## config.mk

```make
export PLATFORM = sky130hd
export DESIGN_NAME = fp_align_pipe_flat
export DESIGN_NICKNAME = d
export VERILOG_FILES = /design/src/rtl/fp_align_pipe_if.sv /design/src/rtl/fp_align_pipe.sv /design/src/flat_wrapper.sv
export SDC_FILE = /design/constraint.sdc
export NUM_CORES = 1
export LEC_CHECK = 0
export CELL_PAD_IN_SITES_DETAIL_PLACEMENT = 0
export CELL_PAD_IN_SITES_GLOBAL_PLACEMENT = 1
export CORE_AREA = 2 2 154 96
export CTS_BUF_LIST = sky130_fd_sc_hd__clkbuf_4 sky130_fd_sc_hd__clkbuf_8
export DETAILED_ROUTE_END_ITERATION = 16
export DIE_AREA = 0 0 156 98
export DONT_BUFFER_PORTS = 1
export GPL_TIMING_DRIVEN = 0
export PLACE_DENSITY_LB_ADDON = 0.1
export SLEW_MARGIN = 20
export SYNTH_ARGS = -nofsm -noshare
export SYNTH_HDL_FRONTEND = slang
export SYNTH_SLANG_ARGS = --single-unit
```

## constraint.sdc

```tcl
create_clock -name clk -period 4.5 [get_ports clk]
set_input_delay 0.45 -clock clk [delete_from_list [all_inputs] [get_ports clk]]
set_output_delay 0.45 -clock clk [all_outputs]
set_load 0.01 [all_outputs]
```

## src/rtl/fp_align_pipe_if.sv

```systemverilog
// Valid/ready operand and result bundle for the two-stage floating-point operand aligner.
interface fp_align_pipe_if #(
  parameter int unsigned EXP_W = 8,
  parameter int unsigned MAN_W = 25
);
  logic             in_valid;
  logic             in_ready;
  logic [EXP_W-1:0] exp_a;
  logic [EXP_W-1:0] exp_b;
  logic [MAN_W-1:0] man_a;
  logic [MAN_W-1:0] man_b;
  logic             out_valid;
  logic             out_ready;
  logic [EXP_W-1:0] exp_o;
  logic [MAN_W-1:0] big_o;
  logic [MAN_W+1:0] small_o;
  logic             sticky_o;
  logic             swap_o;

  modport master (
    output in_valid, exp_a, exp_b, man_a, man_b, out_ready,
    input  in_ready, out_valid, exp_o, big_o, small_o, sticky_o, swap_o
  );

  modport slave (
    input  in_valid, exp_a, exp_b, man_a, man_b, out_ready,
    output in_ready, out_valid, exp_o, big_o, small_o, sticky_o, swap_o
  );
endinterface

```

## src/rtl/fp_align_pipe.sv

```systemverilog
// Two-stage operand aligner: S1 picks the larger exponent and shift amount, S2 shifts the smaller mantissa.
// Define FP_ALIGN_STICKY_EN to build the sticky logic; otherwise sticky_o is tied low.
module fp_align_pipe #(
  parameter int unsigned EXP_W = 8,
  parameter int unsigned MAN_W = 25
) (
  input logic             clk,
  input logic             rst,
  fp_align_pipe_if.slave  bus
);
  localparam int unsigned XW   = MAN_W + 2;
  localparam int unsigned SH_W = $clog2(MAN_W + 3);

  logic             v1, v2;
  logic             load1, adv2;

  logic             sw_c;
  logic [EXP_W-1:0] exp_c, diff_c;
  logic [MAN_W-1:0] big_c, sml_c;
  logic [SH_W-1:0]  sh_c;

  logic             sw1;
  logic [EXP_W-1:0] exp1;
  logic [MAN_W-1:0] big1, sml1;
  logic [SH_W-1:0]  sh1;

  logic [XW-1:0]    ext, small_c;
  logic             sticky_c;

  logic             sw2, sticky2;
  logic [EXP_W-1:0] exp2;
  logic [MAN_W-1:0] big2;
  logic [XW-1:0]    small2;

  assign adv2         = v1 && (!v2 || bus.out_ready);
  assign bus.in_ready = !v1 || !v2 || bus.out_ready;
  assign load1        = bus.in_valid && bus.in_ready;

  always_comb begin
    sw_c = bus.exp_a > bus.exp_b;
    if (sw_c) begin
      exp_c  = bus.exp_a;
      diff_c = bus.exp_a - bus.exp_b;
      big_c  = bus.man_a;
      sml_c  = bus.man_b;
    end else begin
      exp_c  = bus.exp_b;
      diff_c = bus.exp_b - bus.exp_a;
      big_c  = bus.man_b;
      sml_c  = bus.man_a;
    end
    // Any difference of XW or more shifts everything out, so clamp to XW.
    if (32'(diff_c) >= XW) sh_c = SH_W'(XW);
    else                   sh_c = SH_W'(diff_c);
  end

  always_comb begin
    ext     = {sml1, 2'b00};
    small_c = ext >> sh1;
`ifdef FP_ALIGN_STICKY_EN
    sticky_c = |(ext & ~({XW{1'b1}} << sh1));
`else
    sticky_c = 1'b0;
`endif
  end

  always_ff @(posedge clk) begin
    if (rst) begin
      v1      <= 1'b0;
      v2      <= 1'b0;
      sw1     <= 1'b0;
      exp1    <= '0;
      big1    <= '0;
      sml1    <= '0;
      sh1     <= '0;
      sw2     <= 1'b0;
      sticky2 <= 1'b0;
      exp2    <= '0;
      big2    <= '0;
      small2  <= '0;
    end else begin
      if (load1) begin
        v1   <= 1'b1;
        sw1  <= sw_c;
        exp1 <= exp_c;
        big1 <= big_c;
        sml1 <= sml_c;
        sh1  <= sh_c;
      end else if (adv2) begin
        v1 <= 1'b0;
      end

      if (adv2) begin
        v2      <= 1'b1;
        sw2     <= sw1;
        exp2    <= exp1;
        big2    <= big1;
        small2  <= small_c;
        sticky2 <= sticky_c;
      end else if (bus.out_ready) begin
        v2 <= 1'b0;
      end
    end
  end

  assign bus.out_valid = v2;
  assign bus.exp_o     = exp2;
  assign bus.big_o     = big2;
  assign bus.small_o   = small2;
  assign bus.sticky_o  = sticky2;
  assign bus.swap_o    = sw2;
endmodule

```

## src/flat_wrapper.sv

```systemverilog
// flat-port wrapper written by rule: the top's interface ports become plain ports
module fp_align_pipe_flat 
#(
  parameter int unsigned EXP_W = 8,
  parameter int unsigned MAN_W = 25
)
  (clk, rst, bus_in_valid, bus_exp_a, bus_exp_b, bus_man_a, bus_man_b, bus_out_ready, bus_in_ready, bus_out_valid, bus_exp_o, bus_big_o, bus_small_o, bus_sticky_o, bus_swap_o);
  fp_align_pipe_if #(.EXP_W(EXP_W), .MAN_W(MAN_W)) bus_i ();
  input logic clk;
  input logic rst;
  input wire logic [$bits(bus_i.in_valid)-1:0] bus_in_valid;
  input wire logic [$bits(bus_i.exp_a)-1:0] bus_exp_a;
  input wire logic [$bits(bus_i.exp_b)-1:0] bus_exp_b;
  input wire logic [$bits(bus_i.man_a)-1:0] bus_man_a;
  input wire logic [$bits(bus_i.man_b)-1:0] bus_man_b;
  input wire logic [$bits(bus_i.out_ready)-1:0] bus_out_ready;
  output wire logic [$bits(bus_i.in_ready)-1:0] bus_in_ready;
  output wire logic [$bits(bus_i.out_valid)-1:0] bus_out_valid;
  output wire logic [$bits(bus_i.exp_o)-1:0] bus_exp_o;
  output wire logic [$bits(bus_i.big_o)-1:0] bus_big_o;
  output wire logic [$bits(bus_i.small_o)-1:0] bus_small_o;
  output wire logic [$bits(bus_i.sticky_o)-1:0] bus_sticky_o;
  output wire logic [$bits(bus_i.swap_o)-1:0] bus_swap_o;
  assign bus_i.in_valid = bus_in_valid;
  assign bus_i.exp_a = bus_exp_a;
  assign bus_i.exp_b = bus_exp_b;
  assign bus_i.man_a = bus_man_a;
  assign bus_i.man_b = bus_man_b;
  assign bus_i.out_ready = bus_out_ready;
  assign bus_in_ready = bus_i.in_ready;
  assign bus_out_valid = bus_i.out_valid;
  assign bus_exp_o = bus_i.exp_o;
  assign bus_big_o = bus_i.big_o;
  assign bus_small_o = bus_i.small_o;
  assign bus_sticky_o = bus_i.sticky_o;
  assign bus_swap_o = bus_i.swap_o;
  fp_align_pipe #(.EXP_W(EXP_W), .MAN_W(MAN_W)) u_core (.clk(clk), .rst(rst), .bus(bus_i));
endmodule
```

== Word-level counts from Yosys, hierarchy flattened ==
Cells that the tools add are included.

* Muxes and demuxes: 9
* Shifts and indexed selects: 1
* Order comparisons: 2
* Reductions and logical operators: 9
* $add $sub $neg: 2

{| class="wikitable"
|+ Operators with widths
! cell !! count
|-
| $mux 25 || 2
|-
| $shr 27x5->27 || 1
|-
| $mux 8 || 2
|-
| $sub 8x8->8 || 2
|-
| $ge 8x5->1 const B || 1
|-
| $gt 8x8->1 || 1
|-
| $mux 5 || 1
|-
| $mux 1 || 4
|-
| $reduce_bool 2->1 || 2
|-
| $logic_or 1x1->1 || 3
|-
| $logic_and 1x1->1 || 2
|-
| $logic_not 1->1 || 2
|}

* Input bits: 70
* Register bits after elaboration: 127

== Longest topological paths before layout ==
Gate-level depths: netlist (run 1).

* Depth after elaboration: 5
* Gate-level depth with buffers: 13
* Mapped depth without buffers: 11

== Least setup slack after synthesis (run 1) ==
Ideal clock, no wire load.

* Kind: input to register
* Start: in bus_exp_b[5]
* End: reg u_core.sh1[0]
* Setup time: 91 ps
* Stages on the path: 11
* Arrival: 2523 ps
* Buffers on the path: 2
* Setup slack: 1886 ps
* Data required time: 4409 ps
* Path through: inv_1 ha_1 buf_4 a211oi_1 o21bai_2 o21ai_2 buf_4 mux2i_1 xor2_1 or3_1 a311oi_1

* Cells in the longest elaborated chain, start to end: 4
* Elaborated cells on any way between the ends: 6
* Classes of those cells: 2 x add/sub; 2 x order compare; 2 x mux

{| class="wikitable"
|+ Ends and longest elaborated chain
! item !! line !! text
|-
| start: declaration || flat_wrapper.sv:13 || <nowiki>input wire logic [$bits(bus_i.exp_b)-1:0] bus_exp_b;</nowiki>
|-
| $sub 8x8->8, or another cell as far along || fp_align_pipe.sv:48 || <nowiki>diff_c = bus.exp_b - bus.exp_a;</nowiki>
|-
| $mux 8 * || fp_align_pipe.sv:41 || <nowiki>if (sw_c) begin</nowiki>
|-
| $ge 8x5->1 || fp_align_pipe.sv:53 || <nowiki>if (32'(diff_c) >= XW) sh_c = SH_W'(XW);</nowiki>
|-
| $mux 5 * || fp_align_pipe.sv:53 ||
|-
| end signal: assignment || fp_align_pipe.sv:75 || <nowiki>sh1 <= '0;</nowiki>
|-
| end signal: assignment || fp_align_pipe.sv:88 || <nowiki>sh1 <= sh_c;</nowiki>
|-
| end: declaration || fp_align_pipe.sv:25 || <nowiki>logic [SH_W-1:0] sh1;</nowiki>
|}

Every way passes the cells marked *; elsewhere a longest branch is shown, timed or not.
A chain may end at the register's enable or synchronous reset.

== Worst setup path in the final report (run 1) ==
* Start: reg u_core.sh1[1]
* End: reg u_core.small2[3], in the netlist u_core.bus.small_o[3]

* Cells in the longest elaborated chain, start to end: 1

{| class="wikitable"
|+ Ends and longest elaborated chain
! item !! line !! text
|-
| $shr 27x5->27 || fp_align_pipe.sv:59 || <nowiki>small_c = ext >> sh1;</nowiki>
|-
| end signal: assignment || fp_align_pipe.sv:98 || <nowiki>small2 <= small_c;</nowiki>
|-
| end: declaration || fp_align_pipe.sv:33 || <nowiki>logic [XW-1:0] small2;</nowiki>
|}

No other way between the ends.

==> results of run 1 <==
[registers in the layout, indices dropped and copies added (netlist names), 5 cells and up]
register            count
u_core.big1            25
u_core.sh1              5
u_core.bus.big_o       25
u_core.exp1             8
u_core.sml1            25
u_core.bus.exp_o        8
u_core.bus.small_o     27
[layer usage]
metal / GRT usage / vias to the layer above
li1: - / 2882
met1: 0.415 / 2937
met2: 0.391 / 272
met3: 0.0861 / 17
met4: 0.0579 / 0
met5: 0 / -
[worst max path at each step]
stage | end | from | depth (start not counted) | slack [ns]
final | u_core.bus.small_o[3] | u_core.sh1[1] | 8 | 1.68
after global routing | u_core.bus.small_o[13] | u_core.sh1[1] | 8 | 1.54
after CTS | u_core.bus.small_o[19] | u_core.sh1[1] | 8 | 1.76
after detailed placement | u_core.sml1[21] | bus_exp_b[7] | 11 | 1.36
after global placement | u_core.sml1[19] | bus_exp_b[5] | 11 | 1.40
after floorplan | u_core.sh1[0] | bus_exp_b[5] | 11 | 1.89
[stage by stage]
stage | instance area (um^2) | setup slack [ns] | instances
6_report | 7450 | 1.68 | 1009
3_5_place_dp | 7030 | 1.36 | 977
4_1_cts | 7450 | 1.76 | 1009
2_1_floorplan | 6800 | 1.89 | 797
3_3_place_gp | 7030 | 1.40 | 977
5_1_grt | 7450 | 1.54 | 1009
[worst register-to-register path: cells and delay by family (launching register included)]
family,cells,cell delay [ns]
buffers and inverters,3,1.17
DFF,1,0.31
muxes,2,0.86
and+or+nand+nor,2,0.16
AOI/OAI and AO/OA,1,0.22
[Yosys cell counts (all sizes together), types with 2 or more instances]
library cell / number
a22oi: 13
ha: 15
clkbuf: 51
a32oi: 2
mux4: 16
a31oi: 5
nand2: 103
a211o: 2
a221oi: 4
and3: 3
nand2b: 8
and2: 7
mux2i: 77
inv: 24
or3: 4
xnor2: 2
mux2: 6
nor2b: 3
fa: 2
nand3b: 4
o21bai: 2
a21o: 3
o22ai: 3
o21ai: 15
nand3: 8
buf: 19
nor2: 103
dfxtp: 127
a211oi: 68
a222oi: 3
a21oi: 66
nor3: 5
o211ai: 4
a311oi: 3
[kinds of logic (layout without fill, tap and decap cells)]
group                      after synthesis  after routing
buffers and inverters                   95            127
AOI/OAI and AO/OA                      202            202
DFF                                    127            127
adders and majority gates               17             17
and+or+nand+nor                        253            253
xor gates and xnor gates                 3              3
other                                    1              1
muxes                                   99             99
[power by group]
part | internal [W] | switching (W)
Combinational | 0.000244 | 0.000382
Clock | 0.000587 | 0.000483
Sequential | 0.00120 | 0.0000668
[final cells by class]
type,instances,area [um^2],share of cell area
Clock buffer,20,269,0.0361
Inverter,25,93.8,0.0126
Clock inverter,12,158,0.0211
Buffer,70,294,0.0394
Sequential cell,127,2540,0.341
Tap cell,180,225,0.0302
Multi-Input combinational cell,575,3870,0.519
==> impl_metrics.py, run 1 <==
metrics = {
    "timing": {
        "max_freq_mhz": 355,
        "period_needed_ns": 2.82,
        "fin_crit_sh": 0.627,
        "grt_setup_unrepaired": "false",
        "slew_headroom": 0.398,
        "setup_violations": 0,
        "slew_viol_final": 0,
        "fin_setup_tns_ns": 0,
        "fin_skew_ns": 0.0151,
        "tightest_slew_ns": 0.897,
        "fin_hold_ws_ns": 0.148,
        "hold_viol": 0,
    },
    "worst_hold_path": {
        "min_path_cells": 2,
        "hp-start": "bus_in_valid",
        "hold_end": "u_core.v1",
        "min_path_type": "in2reg",
    },
    "floorplan": {
        "num_rows": 34,
        "io-pin-count": 134,
        "fp.dieArea_um2": 15300,
        "initial_core_util": 0.486,
        "core_area_um2": 14000,
        "fp.dieH_um": 98,
        "die_w_um": 156,
    },
    "run": {
        "drv_cap": 0,
    },
    "layout": {
        "layout_common_cells": "dfxtp_1 (127), nand2_1 (103), nor2_1 (103)",
        "nets": 903,
        "antenna_cells": 0,
        "layout_commonest_cell": "dfxtp_1",
        "drive_gt1_frac": 0.0929,
        "utilization": 0.533,
        "final.fill_count": 1304,
        "area_growth_pct": 9.58,
    },
    "clocking": {
        "cts_sinks": 127,
        "hold_buffers": 0,
        "cts-root-buf": "clkbuf_8",
        "cts_resized": 0,
        "htreeDepth": 4,
        "cts_tree": "built",
        "cts_setup_buffers": 0,
        "cts_buffer_depth": 2,
        "clk-insertion-delay-late_ns": 0.44,
        "clk_pin_slew_ns": 0.08,
        "cts_buffers": 17,
    },
    "route": {
        "wl_met1_mm": 10.0,
        "via_per_inst": 6.05,
        "ant_nets": 0,
        "wirelength_mm": 21.0,
        "first_iter_violations": 475,
        "wl_met3_mm": 2.12,
        "wire_per_inst_um": 20.8,
        "top_layer": "met4",
        "drc_errors": 0,
        "dr.pass1.iters": 7,
        "met2WireLength_mm": 8.63,
        "via_count": 6108,
    },
    "setup_path": {
        "critical_path_arrival_ns": 3.14,
        "startpoint_type": "register",
        "rrSetupSlack_ns": 1.68,
        "setup.worst_path.class": "reg2reg",
        "r2r_start": "u_core.sh1[1]",
        "crit_slowest_cell": "buf_1",
        "required_ns": 4.82,
        "crit_family": "buffers and inverters",
        "ff2ff_path_depth": 8,
        "critPathBufInv": 3,
        "timing.rr.end": "u_core.bus.small_o[3]",
        "cp_slowest_stage_delay_ns": 0.47,
        "crit_chain": "clkbuf_1 > buf_2 > buf_1 > mux4_2 > mux2i_1 > nor2_1 > a221oi_1 > nor2_1",
        "critPathMaxFanout": 10,
        "end_kind": "register",
        "crit_path_frequent_cell": "nor2_1",
    },
    "synth": {
        "synth_compound_area_frac": 0.198,
        "synth_seq_cells": 127,
        "syn_inst": 797,
        "synth_top_family_by_area": "compound AO/OA/AOI/OAI gates",
        "ys_warn_count": 0,
        "yosys.area.top_type": "dfxtp_1",
        "synth_xor_xnor_area_share": 0.00386,
        "post_synth.cell_area_avg_um2": 8.54,
        "synthAdderAreaFrac": 0.0335,
        "synth_fp_nets": 884,
        "yosys.area_share.simple": 0.157,
        "synth_ff_type": "dfxtp_1",
        "synth_area_um2": 6800,
        "synthMuxAreaShare": 0.176,
        "yosysSeqAreaShare": 0.374,
        "ys_types": 56,
        "synth_edf_count": 0,
        "post-synth-top-area-fraction": 0.374,
        "async_flop_share": 0,
        "synth.area.top_cells": "dfxtp_1 (37%), mux2i_1 (11%), a211oi_1 (7.5%)",
    },
    "power_and_ir_drop": {
        "p_per_area_nw_per_um2": 397,
        "peakVddDrop_mv": 0.169,
        "p_leak_nw": 3.00,
        "total_power_w": 0.00296,
    },
    "global_route": {
        "grt_usage": 0.277,
        "grt_pass1_wl_mm": 32.6,
        "grt_pass1_vias": 5815,
        "grt_max_degree": 17,
        "antenna_found_initial": 0,
        "grt-ovfl-total": 0,
    },
    "placement": {
        "globalplace.congestion": 0.913,
        "portBuffers": 0,
        "dp_hpwl_mm": 16.3,
    },
    "outcome": {
        "outcome": "completed",
    },
}
No activity file was read; power rests on OpenSTA's default activity.
==> inputs of run 2 (changes only) <==
- CORE_AREA: 2 2 154 96 -> 2 2 156 97
- DIE_AREA: 0 0 156 98 -> 0 0 158 99
- clock period: 4.5 -> 2.9 ns (I/O delays scaled with it)
==> run 2 against run 1 <==
  * Clock skew increased by 0.0040 ns
  * Non-clock buffer count unchanged
  * Utilization decreased by 0.93 points
  * Hold slack got worse by 0.070 ns
  * Critical path depth increased by 4
  * Clock power increased by 40%
  * Cell count increased by 1.8%
  * Largest cell class unchanged
  * Largest power group unchanged
==> impl_metrics.py, run 2 (same netlist as run 1, synthesis figures left out) <==
metrics = {
    "setup_path": {
        "end_kind": "register",
        "required_ns": 3.21,
        "startpoint_type": "primary input",
        "setup.worst_path.class": "in2reg",
        "r2r_start": "u_core.sh1[1]",
        "rrSetupSlack_ns": 0.32,
        "ff2ff_path_depth": 9,
        "critical_path_arrival_ns": 2.95,
        "timing.rr.end": "u_core.bus.small_o[14]",
        "critPathMaxFanout": 10,
    },
    "route": {
        "drc_errors": 0,
        "wirelength_mm": 21.1,
        "via_count": 6068,
        "ant_nets": 0,
        "dr.pass1.iters": 5,
        "first_iter_violations": 660,
        "via_per_inst": 5.91,
        "wire_per_inst_um": 20.5,
    },
    "layout": {
        "regArea_um2": 2540,
        "layout_common_cells": "dfxtp_1 (127), nand2_1 (103), nor2_1 (103)",
        "nets": 903,
        "area_growth_pct": 9.31,
        "largest_reg_flops": 27,
        "antenna_cells": 0,
        "drive_gt1_frac": 0.0941,
        "layout_commonest_cell": "dfxtp_1",
        "multiInputGateArea_um2": 3880,
        "final.fill_count": 1415,
        "instances_no_fill": 1027,
    },
    "timing": {
        "fin_skew_ns": 0.0191,
        "slew_viol_final": 0,
        "max_freq_mhz": 379,
        "slew_headroom": 0.375,
        "tightest_slew_ns": 0.930,
        "fin_crit_sh": 0.910,
        "grt_setup_unrepaired": "false",
        "hold_viol": 0,
        "setup_ws_ns": 0.260,
        "setup_violations": 0,
        "period_needed_ns": 2.64,
    },
    "clocking": {
        "cts_buffers": 17,
        "clk-insertion-delay-late_ns": 0.45,
        "cts_setup_buffers": 0,
        "cts_tree": "built",
        "cts_sinks": 127,
        "htreeDepth": 4,
        "clk_pin_slew_ns": 0.09,
        "cts_buffer_depth": 2,
        "cts-root-buf": "clkbuf_8",
    },
    "power_and_ir_drop": {
        "p_leak_nw": 2.97,
        "peakVddDrop_mv": 0.248,
        "p_per_area_nw_per_um2": 596,
        "total_power_w": 0.00443,
    },
    "floorplan": {
        "die_w_um": 158,
        "core_area_um2": 14200,
        "fp.dieArea_um2": 15600,
        "initial_core_util": 0.479,
        "fp.dieH_um": 99,
        "num_rows": 34,
        "io-pin-count": 134,
    },
    "worst_hold_path": {
        "min_path_cells": 2,
        "hold_end": "u_core.big1[3]",
        "min_path_type": "in2reg",
        "hp-start": "bus_man_a[3]",
    },
    "global_route": {
        "grt_max_degree": 17,
        "grt_pass1_wl_mm": 32.4,
        "grt-ovfl-total": 0,
        "grt_usage": 0.275,
        "antenna_found_initial": 0,
        "grt_pass1_vias": 5711,
    },
    "placement": {
        "globalplace.congestion": 0.894,
        "portBuffers": 0,
        "dp_hpwl_mm": 16.6,
        "dp_cells": 995,
        "pre_cts_ws_ns": -0.127,
    },
    "outcome": {
        "outcome": "completed",
    },
    "run": {
        "drv_cap": 0,
    },
}
-- run 2: final cells by class --
type	count	area share
multi-input cells	575	0.521
plain buffers	69	0.0390
inverters	25	0.0126
well taps	198	0.0333
flip-flops and latches	127	0.342
clock inverters	14	0.0180
clock buffers	18	0.0325
repair buffers	1	0.00135
-- run 2: layer usage --
metal  up-vias  wire, um  GRT usage
met4         0       111     0.0499
li1       2883         -          -
met5         -         0          0
met3         9      1820     0.0717
met2       231      8360      0.366
met1      2945     10800      0.439
-- run 2: report_power, final --
part,total (W),internal [W],switching (W)
Clock,0.00150,0.000701,0.000795
Combinational,0.000977,0.000380,0.000597
Sequential,0.00196,0.00186,0.000103
-- run 2: per-stage QoR --
stage          cell area (um^2)  setup TNS, ns  hold slack (ns)  utilization
2_1_floorplan              6800              0            0.419            -
3_3_place_gp               7050         -0.171            0.421        0.496
3_5_place_dp               7050         -0.508            0.429        0.496
4_1_cts                    7440              0           0.0607        0.523
5_1_grt                    7440              0           0.0752        0.523
6_report                   7440              0           0.0776        0.523
-- run 2: what timing repair did --
action | 4_1_cts | 5_1_grt
gates resized for setup | 0 | 1
hold endpoints to repair | 1 | 0
setup endpoints to repair | 0 | 6
hold buffers | 1 | 0
-- run 2: worst max-delay path, stage by stage --
cell	delay, ns
inv_1	0.02
ha_1	0.31
buf_4	0.18
a211oi_1	0.27
o21bai_2	0.19
o21ai_2	0.16
buf_4	0.20
buf_2	0.41
buf_2	0.32
nor2_1	0.06
a21oi_1	0.38
a211oi_1	0.14
-- run 2: worst max path at each step --
| stage | cells after the start | to | start |
|---|---|---|---|
| after floorplan | 11 | u_core.sh1[0] | bus_exp_b[5] |
| after global placement | 12 | u_core.exp1[6] | bus_exp_b[5] |
| after detailed placement | 12 | u_core.exp1[6] | bus_exp_b[5] |
| after CTS | 8 | u_core.bus.small_o[19] | u_core.sh1[1] |
| after global routing | 9 | u_core.bus.small_o[14] | u_core.sh1[1] |
| final | 12 | u_core.exp1[6] | bus_exp_b[5] |
